[config.mk]
export PLATFORM = sky130hd
export DESIGN_NAME = rsa_exp_sequencer
export DESIGN_NICKNAME = d
export VERILOG_FILES = /design/src/rtl/rsa_exp_sequencer_pkg.sv /design/src/rtl/rsa_exp_sequencer.sv
export SDC_FILE = /design/constraint.sdc
export NUM_CORES = 1
export LEC_CHECK = 0
export BUFFER_PORTS_ARGS = -buffer_cell sky130_fd_sc_hd__buf_4
export CORE_AREA = 5 5 99 101
export DETAILED_ROUTE_END_ITERATION = 7
export DIE_AREA = 0 0 104 106
export PLACE_DENSITY = 0.72
export SLEW_MARGIN = 10
export SYNTH_ARGS = -nofsm -noshare
export SYNTH_HDL_FRONTEND = slang
export SYNTH_SLANG_ARGS = --single-unit
[constraint.sdc]
create_clock -name clk -period 2.3 [get_ports clk]
set_input_delay 0.115 -clock clk [delete_from_list [all_inputs] [get_ports clk]]
set_output_delay 0.115 -clock clk [all_outputs]
set_load 0.01 [all_outputs]
[src/rtl/rsa_exp_sequencer_pkg.sv]
// Shared types and constants for the RSA exponentiation control path.
// Holds operand-select codes, sequencer states and CSR byte offsets.
package rsa_pkg;

    typedef enum logic [2:0] {
        OP_M   = 3'd0,
        OP_ACC = 3'd1,
        OP_XT  = 3'd2,
        OP_R2N = 3'd3,
        OP_ONE = 3'd4,
        OP_RN  = 3'd5
    } op_sel_t;

    typedef enum logic [3:0] {
        S_IDLE   = 4'd0,
        S_XT     = 4'd1,
        S_W_XT   = 4'd2,
        S_SQ     = 4'd3,
        S_W_SQ   = 4'd4,
        S_MUL    = 4'd5,
        S_W_MUL  = 4'd6,
        S_NEXT   = 4'd7,
        S_POST   = 4'd8,
        S_W_POST = 4'd9,
        S_DONE   = 4'd10,
        S_ERR    = 4'd11
    } seq_state_t;

    localparam logic [7:0] CSR_COMMAND = 8'd0;
    localparam logic [7:0] CSR_RXADDR  = 8'd4;
    localparam logic [7:0] CSR_TXADDR  = 8'd8;
    localparam logic [7:0] CSR_T       = 8'd12;
    localparam logic [7:0] CSR_T_LEN   = 8'd16;
    localparam logic [7:0] CSR_LOADING = 8'd20;

endpackage

[src/rtl/rsa_exp_sequencer.sv]
// Left-to-right Montgomery exponentiation scheduler: issues one multiplication
// at a time to the shared multiplier and steers its operands and writeback.
module rsa_exp_sequencer
    import rsa_pkg::*;
#(
    parameter int EXP_W = 32,
    parameter int LEN_W = 6
) (
    input  logic             clk,
    input  logic             resetn,
    input  logic             start,
    input  logic [EXP_W-1:0] exponent,
    input  logic [LEN_W-1:0] exp_len,
    input  logic [2:0]       loaded,
    input  logic             mont_done,
    output logic             mont_start,
    output logic [2:0]       a_sel,
    output logic [2:0]       b_sel,
    output logic             acc_init,
    output logic             we_xt,
    output logic             we_acc,
    output logic             busy,
    output logic             done,
    output logic             error,
    output logic [15:0]      mul_count
);

    seq_state_t       state;
    seq_state_t       state_nx;
    op_sel_t          a_op;
    op_sel_t          b_op;
    logic             start_q;
    logic             launch;
    logic             launch_ok;
    logic [EXP_W-1:0] exp_reg;
    logic             len_zero;
    logic [LEN_W-1:0] bit_idx;
    logic             cur_bit;
    logic             issue;

    assign launch    = (state == S_IDLE) && start && !start_q;
    assign launch_ok = (loaded == 3'b111) && (exp_len <= LEN_W'(EXP_W));
    assign cur_bit   = |(exp_reg & (EXP_W'(1) << bit_idx));

    // NOTE: reset is sampled on the clock edge, and every sequential register
    // uses non-blocking assignment so all flops update from pre-edge values.
    always_ff @(posedge clk) begin
        if (!resetn) begin
            state <= S_IDLE;
        end else begin
            state <= state_nx;
        end
    end

    // NOTE: state_nx gets a default before the case so no path leaves it
    // unassigned, which would otherwise infer a latch.
    always_comb begin
        state_nx = state;
        unique case (state)
            S_IDLE:   if (launch) state_nx = launch_ok ? S_XT : S_ERR;
            S_ERR:    if (!start) state_nx = S_IDLE;
            S_XT:     state_nx = S_W_XT;
            S_W_XT:   if (mont_done) state_nx = len_zero ? S_POST : S_SQ;
            S_SQ:     state_nx = S_W_SQ;
            S_W_SQ:   if (mont_done) state_nx = cur_bit ? S_MUL : S_NEXT;
            S_MUL:    state_nx = S_W_MUL;
            S_W_MUL:  if (mont_done) state_nx = S_NEXT;
            S_NEXT:   state_nx = (bit_idx == '0) ? S_POST : S_SQ;
            S_POST:   state_nx = S_W_POST;
            S_W_POST: if (mont_done) state_nx = start ? S_DONE : S_IDLE;
            S_DONE:   if (!start) state_nx = S_IDLE;
            default:  state_nx = S_IDLE;
        endcase
    end

    // Operand codes are driven in the issue cycle and held through its wait state.
    always_comb begin
        a_op  = OP_M;
        b_op  = OP_M;
        issue = 1'b0;
        busy  = 1'b1;
        done  = 1'b0;
        error = 1'b0;
        unique case (state)
            S_XT, S_W_XT: begin
                a_op = OP_M;
                b_op = OP_R2N;
            end
            S_SQ, S_W_SQ: begin
                a_op = OP_ACC;
                b_op = OP_ACC;
            end
            S_MUL, S_W_MUL: begin
                a_op = OP_ACC;
                b_op = OP_XT;
            end
            S_POST, S_W_POST: begin
                a_op = OP_ACC;
                b_op = OP_ONE;
            end
            S_IDLE: busy = 1'b0;
            S_DONE: begin
                busy = 1'b0;
                done = 1'b1;
            end
            S_ERR: begin
                busy  = 1'b0;
                error = 1'b1;
            end
            default: ;
        endcase
        if (state == S_XT || state == S_SQ || state == S_MUL || state == S_POST) begin
            issue = 1'b1;
        end
    end

    assign mont_start = issue;
    assign a_sel      = a_op;
    assign b_sel      = b_op;

    always_ff @(posedge clk) begin
        if (!resetn) begin
            start_q   <= 1'b0;
            exp_reg   <= '0;
            len_zero  <= 1'b0;
            bit_idx   <= '0;
            mul_count <= '0;
            acc_init  <= 1'b0;
            we_xt     <= 1'b0;
            we_acc    <= 1'b0;
        end else begin
            start_q  <= start;
            acc_init <= launch && launch_ok;
            we_xt    <= mont_done && (state == S_W_XT);
            we_acc   <= mont_done && (state == S_W_SQ || state == S_W_MUL ||
                                      state == S_W_POST);
            if (launch && launch_ok) begin
                exp_reg   <= exponent;
                len_zero  <= (exp_len == '0);
                bit_idx   <= exp_len - LEN_W'(1);
                mul_count <= '0;
            end else begin
                if (issue) mul_count <= mul_count + 16'd1;
                if (state == S_NEXT && bit_idx != '0) bit_idx <= bit_idx - LEN_W'(1);
            end
        end
    end

endmodule
Yosys cells after proc, flatten, opt, wreduce, memory -nomap -nowiden
Index checks and enable logic that the tools add are counted.
{"block": "totals", "reg_bits": 63, "out_inout_bits": 29}
{"block": "classes", "muxes": 20, "eq_ne": 18, "order_cmp": 1, "n_addsub": 3, "shift": 1, "n_reduce_logical": 28, "bitwise": 2}
{"operator": "4-bit one-hot mux with 11 select lines", "count": 1}
{"operator": "4-bit two-way mux", "count": 10}
{"operator": "32-bit bitwise AND", "count": 1}
{"operator": "32-bit OR reduction", "count": 1}
{"operator": "1-bit by 6-bit left shift with 32-bit output (first input constant)", "count": 1}
{"operator": "16-bit by 1-bit adder with 16-bit output (second input constant)", "count": 1}
{"operator": "4-bit by 3-bit equality test with 1-bit output (second input constant)", "count": 4}
{"operator": "4-bit equality test (second input constant)", "count": 4}
{"operator": "6-bit zero test", "count": 2}
{"operator": "6-bit two-way mux", "count": 2}
{"operator": "2-bit != test (second input constant)", "count": 6}
{"operator": "3-bit one-hot mux with 4 select lines", "count": 1}
{"operator": "2-bit OR reduction", "count": 6}
{"operator": "6-bit by 1-bit subtractor with 6-bit output (second input constant)", "count": 2}
{"operator": "4-bit by 2-bit equality test with 1-bit output (second input constant)", "count": 2}
{"operator": "1-bit logical AND", "count": 7}
{"operator": "6-bit <= comparator (second input constant)", "count": 1}
{"operator": "6-bit AND reduction", "count": 1}
{"operator": "6-bit nonzero test", "count": 1}
{"operator": "6-bit OR reduction", "count": 1}
{"operator": "1-bit logical OR", "count": 5}
{"operator": "1-bit two-way mux", "count": 5}
{"operator": "4-bit by 1-bit equality test with 1-bit output (second input constant)", "count": 1}
{"operator": "4-bit zero test", "count": 1}
{"operator": "other kinds (6)", "count": 6}

Longest topological paths before layout
{"block": "depth", "depth_word": 6, "depth_mapped": 12, "ltp_nobuf": 9}

Worst setup path after synthesis
No wires, ideal clock.
{"block": "synth_timing", "path_kind": "register to register", "from": "reg state[2]", "to": "reg bit_idx[4]", "setup_time_ns": 0.086, "slack_ns": -0.086, "period_less_slack_ns": 2.386, "arrival_ns": 2.301, "n_path_buf": 3, "path_stages_with_launch": 12, "path_cell_list": "dfxtp_1 buf_2 or2_1 nor4_1 and3_1 buf_2 buf_2 mux2i_1 ha_1 nand3_1 xor2_1 a211oi_1"}
{"block": "synth_between", "elab_chain_cells": 5, "elab_cells_between_ends": 8}
{"item": "start, declared", "line_no": "rsa_exp_sequencer.sv:28", "rtl": "seq_state_t state;"}
{"item": "start signal, assigned", "line_no": "rsa_exp_sequencer.sv:51", "rtl": "state <= state_nx;"}
{"item": "4-bit zero test", "line_no": "rsa_exp_sequencer.sv:41", "rtl": "assign launch = (state == S_IDLE) && start && !start_q;"}
{"item": "1-bit logical AND (2 in series)", "line_no": "rsa_exp_sequencer.sv:41"}
{"item": "1-bit logical AND", "line_no": "rsa_exp_sequencer.sv:137", "rtl": "if (launch && launch_ok) begin"}
{"item": "6-bit two-way mux / 2-bit nonzero test (equally long branches)"}
{"item": "end signal, assigned", "line_no": "rsa_exp_sequencer.sv:140", "rtl": "bit_idx <= exp_len - LEN_W'(1);"}
{"item": "end signal, assigned", "line_no": "rsa_exp_sequencer.sv:144", "rtl": "if (state == S_NEXT && bit_idx != '0) bit_idx <= bit_idx - LEN_W'(1);"}
{"item": "end, declared", "line_no": "rsa_exp_sequencer.sv:37", "rtl": "logic [LEN_W-1:0] bit_idx;"}
Parallel ways exist; a longest one is shown, timed or not.
A chain may end at the register's enable or synchronous reset.

Final worst setup path
Same ends and word-level chain as after synthesis.

==> results.md <==
* Fin. max-slew vios at 0
* H-Tree Depth at 3
* Sink Count at 63
* Hpwl dp at 6130 um
* Clock Tree Buf Depth at 2
* Hold Crit Class: in2reg
* Drt via density at 5.20
* WP data arrival at 2430 ps
* Final Setup Violations at 0
* DR iter-0 viols at 191
* IO buf count at 71
* Post-CTS Setup Bufs at 0
* Period utilization at 94.5%
* Antenna-violating nets left at 0
* Sequential area share after synthesis at 38.6%
* Slew margin rel. at 58.5%
* #FFs+latches synth at 63
* CP startpoint kind: register
* Clk Latency, worst-skew pair at 340 ps
* DRC violations left at 0
* Tightest Pin Transition at 619 ps
* Layout cells sized above 1 at 24.0%
* Synth top area cells: dfxtp_1 39%, nand2_1 11%, a21oi_1 6.9%
* Static leakage at 1.60 nW
* Warnings, synthesis at 0
* Vias in the first global route at 3102
* CP top delay family: simple AND/OR/NAND/NOR gates
* Pwr dens at 794 nW/um^2
* Initial core utilization at 36.6%
* Largest register FFs at 32
* Crit path kind: reg2reg
* Fin nets at 533
* Number of flops mapped to enable cells by yosys at 0
* Area grow syn2layout at 27.4%
* Tot GR Track Use at 15.2%
* Post-Syn Area at 3270 um^2
* Cell taking the most area after synthesis: dfxtp_1
* Iteration count of the initial detailed-routing pass at 5
* Post-synthesis cell type count at 62
* Fmax at 460 MHz
* Final core area utilization at 46.6%
* Cells after Synth at 414
* GR peak layer: met2
* CTS tree: built
* Antenna cell count at 0
* Core box area at 8930 um^2
* VDD IR max at 0.279 mV
* Die Ht at 106 um
* Critical Path, Cell by Cell: or2_1 > nor4_2 > and3_2 > mux2i_1 > ha_2 > nand2_1 > xnor2_1 > nor2_1 > a211oi_1
* I/O pin cnt at 74
* Max cap viols at 0
* Critical path's slowest cell: dfxtp_1
* Post-synth top cells: 92 x nand2_1, 63 x dfxtp_1, 45 x a21oi_1
* CP peak stage delay at 310 ps
* Die Wd at 104 um
* Post-placement cell count at 585
* Non-filler cells, final at 602
* Cell area after placement at 3930 um^2
* Cell row count at 35
* Clock Root Buffer: clkbuf_8
* First-pass GRT wire length at 14300 um
* Worst EP required at 2560 ps
* Crit end category: register
* Top_reg_cell synth: dfxtp_1
* Final wirelength at 8340 um
* Post-route design area at 4160 um^2
* Count leader, synth: nand2_1
* Status: finished clean
* Congestion Overflow GR at 0
* RePlAce Congestion at 0.899
* Hold Fails Final Rpt at 0
* Ys async rst share at 0%
* Number of buffers created by CTS at 9
* Initial antenna violation count at 0
* Die area at 11000 um^2
* Fin crit period at 2170 ps
* CP Max Fanout at 5
* CP bufs+invs at 0
* Met3 usage at 3.89%
* Wire per inst at 13.9 um
* Largest net degree at the start of global routing at 38
* Clk slew on worst S/H paths at 70 ps
* Clk_skew at 12.1 ps
* Area share of the largest cell type after synthesis at 38.6%
* Grt met1 use at 18.4%
* M2 GR Usage at 25.8%
* Via count at 3129
* Mean Syn Cell Area at 7.89 um^2
==> stage by stage <==
step | TNS, ps | setup WS (ps) | hold WS (ps) | power (mW)
2_1_floorplan | 0 | 13.3 | 204 | 1.86
5_1_grt | -35.2 | -35.2 | 15.3 | 3.50
4_1_cts | 0 | 125 | 9.14 | 3.33
3_5_place_dp | 0 | 45.8 | 316 | 2.25
6_report | 0 | 128 | 16.6 | 3.30
3_3_place_gp | 0 | 174 | 321 | 2.23
==> worst register-to-register path, cell delays in order (launching register included) <==
cell	delay, ps
dfxtp_1	310
or2_1	240
nor4_2	280
and3_2	290
mux2i_1	220
ha_2	250
nand2_1	80
xnor2_1	160
nor2_1	60
a211oi_1	190
==> per-layer routing <==
layer / wire length [um] / part of all wire, %
met5: 0 / 0
met3: 412 / 4.9
met4: 120 / 1.4
met2: 4200 / 50
met1: 3600 / 43
==> area by class of cell <==
class                           count  area (um^2)
Sequential cell                    63         1260
Clock inverter                      6         83.8
Tap cell                          111          139
Inverter                            7         26.3
Fill cell                         896         4770
Timing Repair Buffer               90          691
Multi-Input combinational cell    315         1820
Clock buffer                       10          138
==> path summary, 6_finish.rpt <==
path                                            endpoint  cells after the start  slack (ps)                      from
worst max-delay path             bit_idx[4]$_SDFFE_PN0P_                      9         130     state[2]$_SDFFE_PN0P_
worst min-delay path             exp_reg[7]$_SDFFE_PN0P_                      3          20               exponent[7]
worst max register to register   bit_idx[4]$_SDFFE_PN0P_                      9         130     state[2]$_SDFFE_PN0P_
worst min register to register  exp_reg[22]$_SDFFE_PN0P_                      2         450  exp_reg[22]$_SDFFE_PN0P_
==> cell usage in the layout, fill, tap and decap left out, drive strengths merged, types with 3 or more instances in the layout <==
cell type and count:
nand2 92, buf 89, dfxtp 63, a21oi 45, nor2 35, xor2 13
nand3 11, clkbuf 10, o21ai 9, nor3 9, mux2i 8, xnor2 8
inv 7, nand4 6, nand2b 6, a211oi 5, and3 5, nor4b 4
nor4 4, clkinv 4, nor2b 3, o2bb2ai 3, nor3b 3
==> kinds of logic (layout without fill, tap and decap cells) <==
| kind of cell | after synthesis | after routing | synth area share (%) |
|---|---|---|---|
| adders and majority gates | 2 | 2 | 0.766 |
| and+or+nand+nor | 194 | 194 | 28.6 |
| muxes | 9 | 9 | 2.80 |
| xor gates and xnor gates | 21 | 21 | 5.63 |
| AOI/OAI and AO/OA | 87 | 87 | 17.5 |
| other | 1 | 2 | 0.115 |
| buffers and inverters | 37 | 113 | 5.97 |
| DFF | 63 | 63 | 38.6 |
==> what timing repair did <==
item / in CTS / in global routing
hold buffers: 1 / 0
hold endpoints to repair: 1 / 0
endpoints found under the setup margin: 0 / 1
resized for setup: 0 / 1
==> where the power goes <==
group / total (mW) / internal [mW] / switching [mW]
clock: 1.08 / 0.636 / 0.440
sequential: 1.20 / 1.15 / 0.0521
combinational: 1.03 / 0.471 / 0.557
Power figures use the tool's default switching activity.
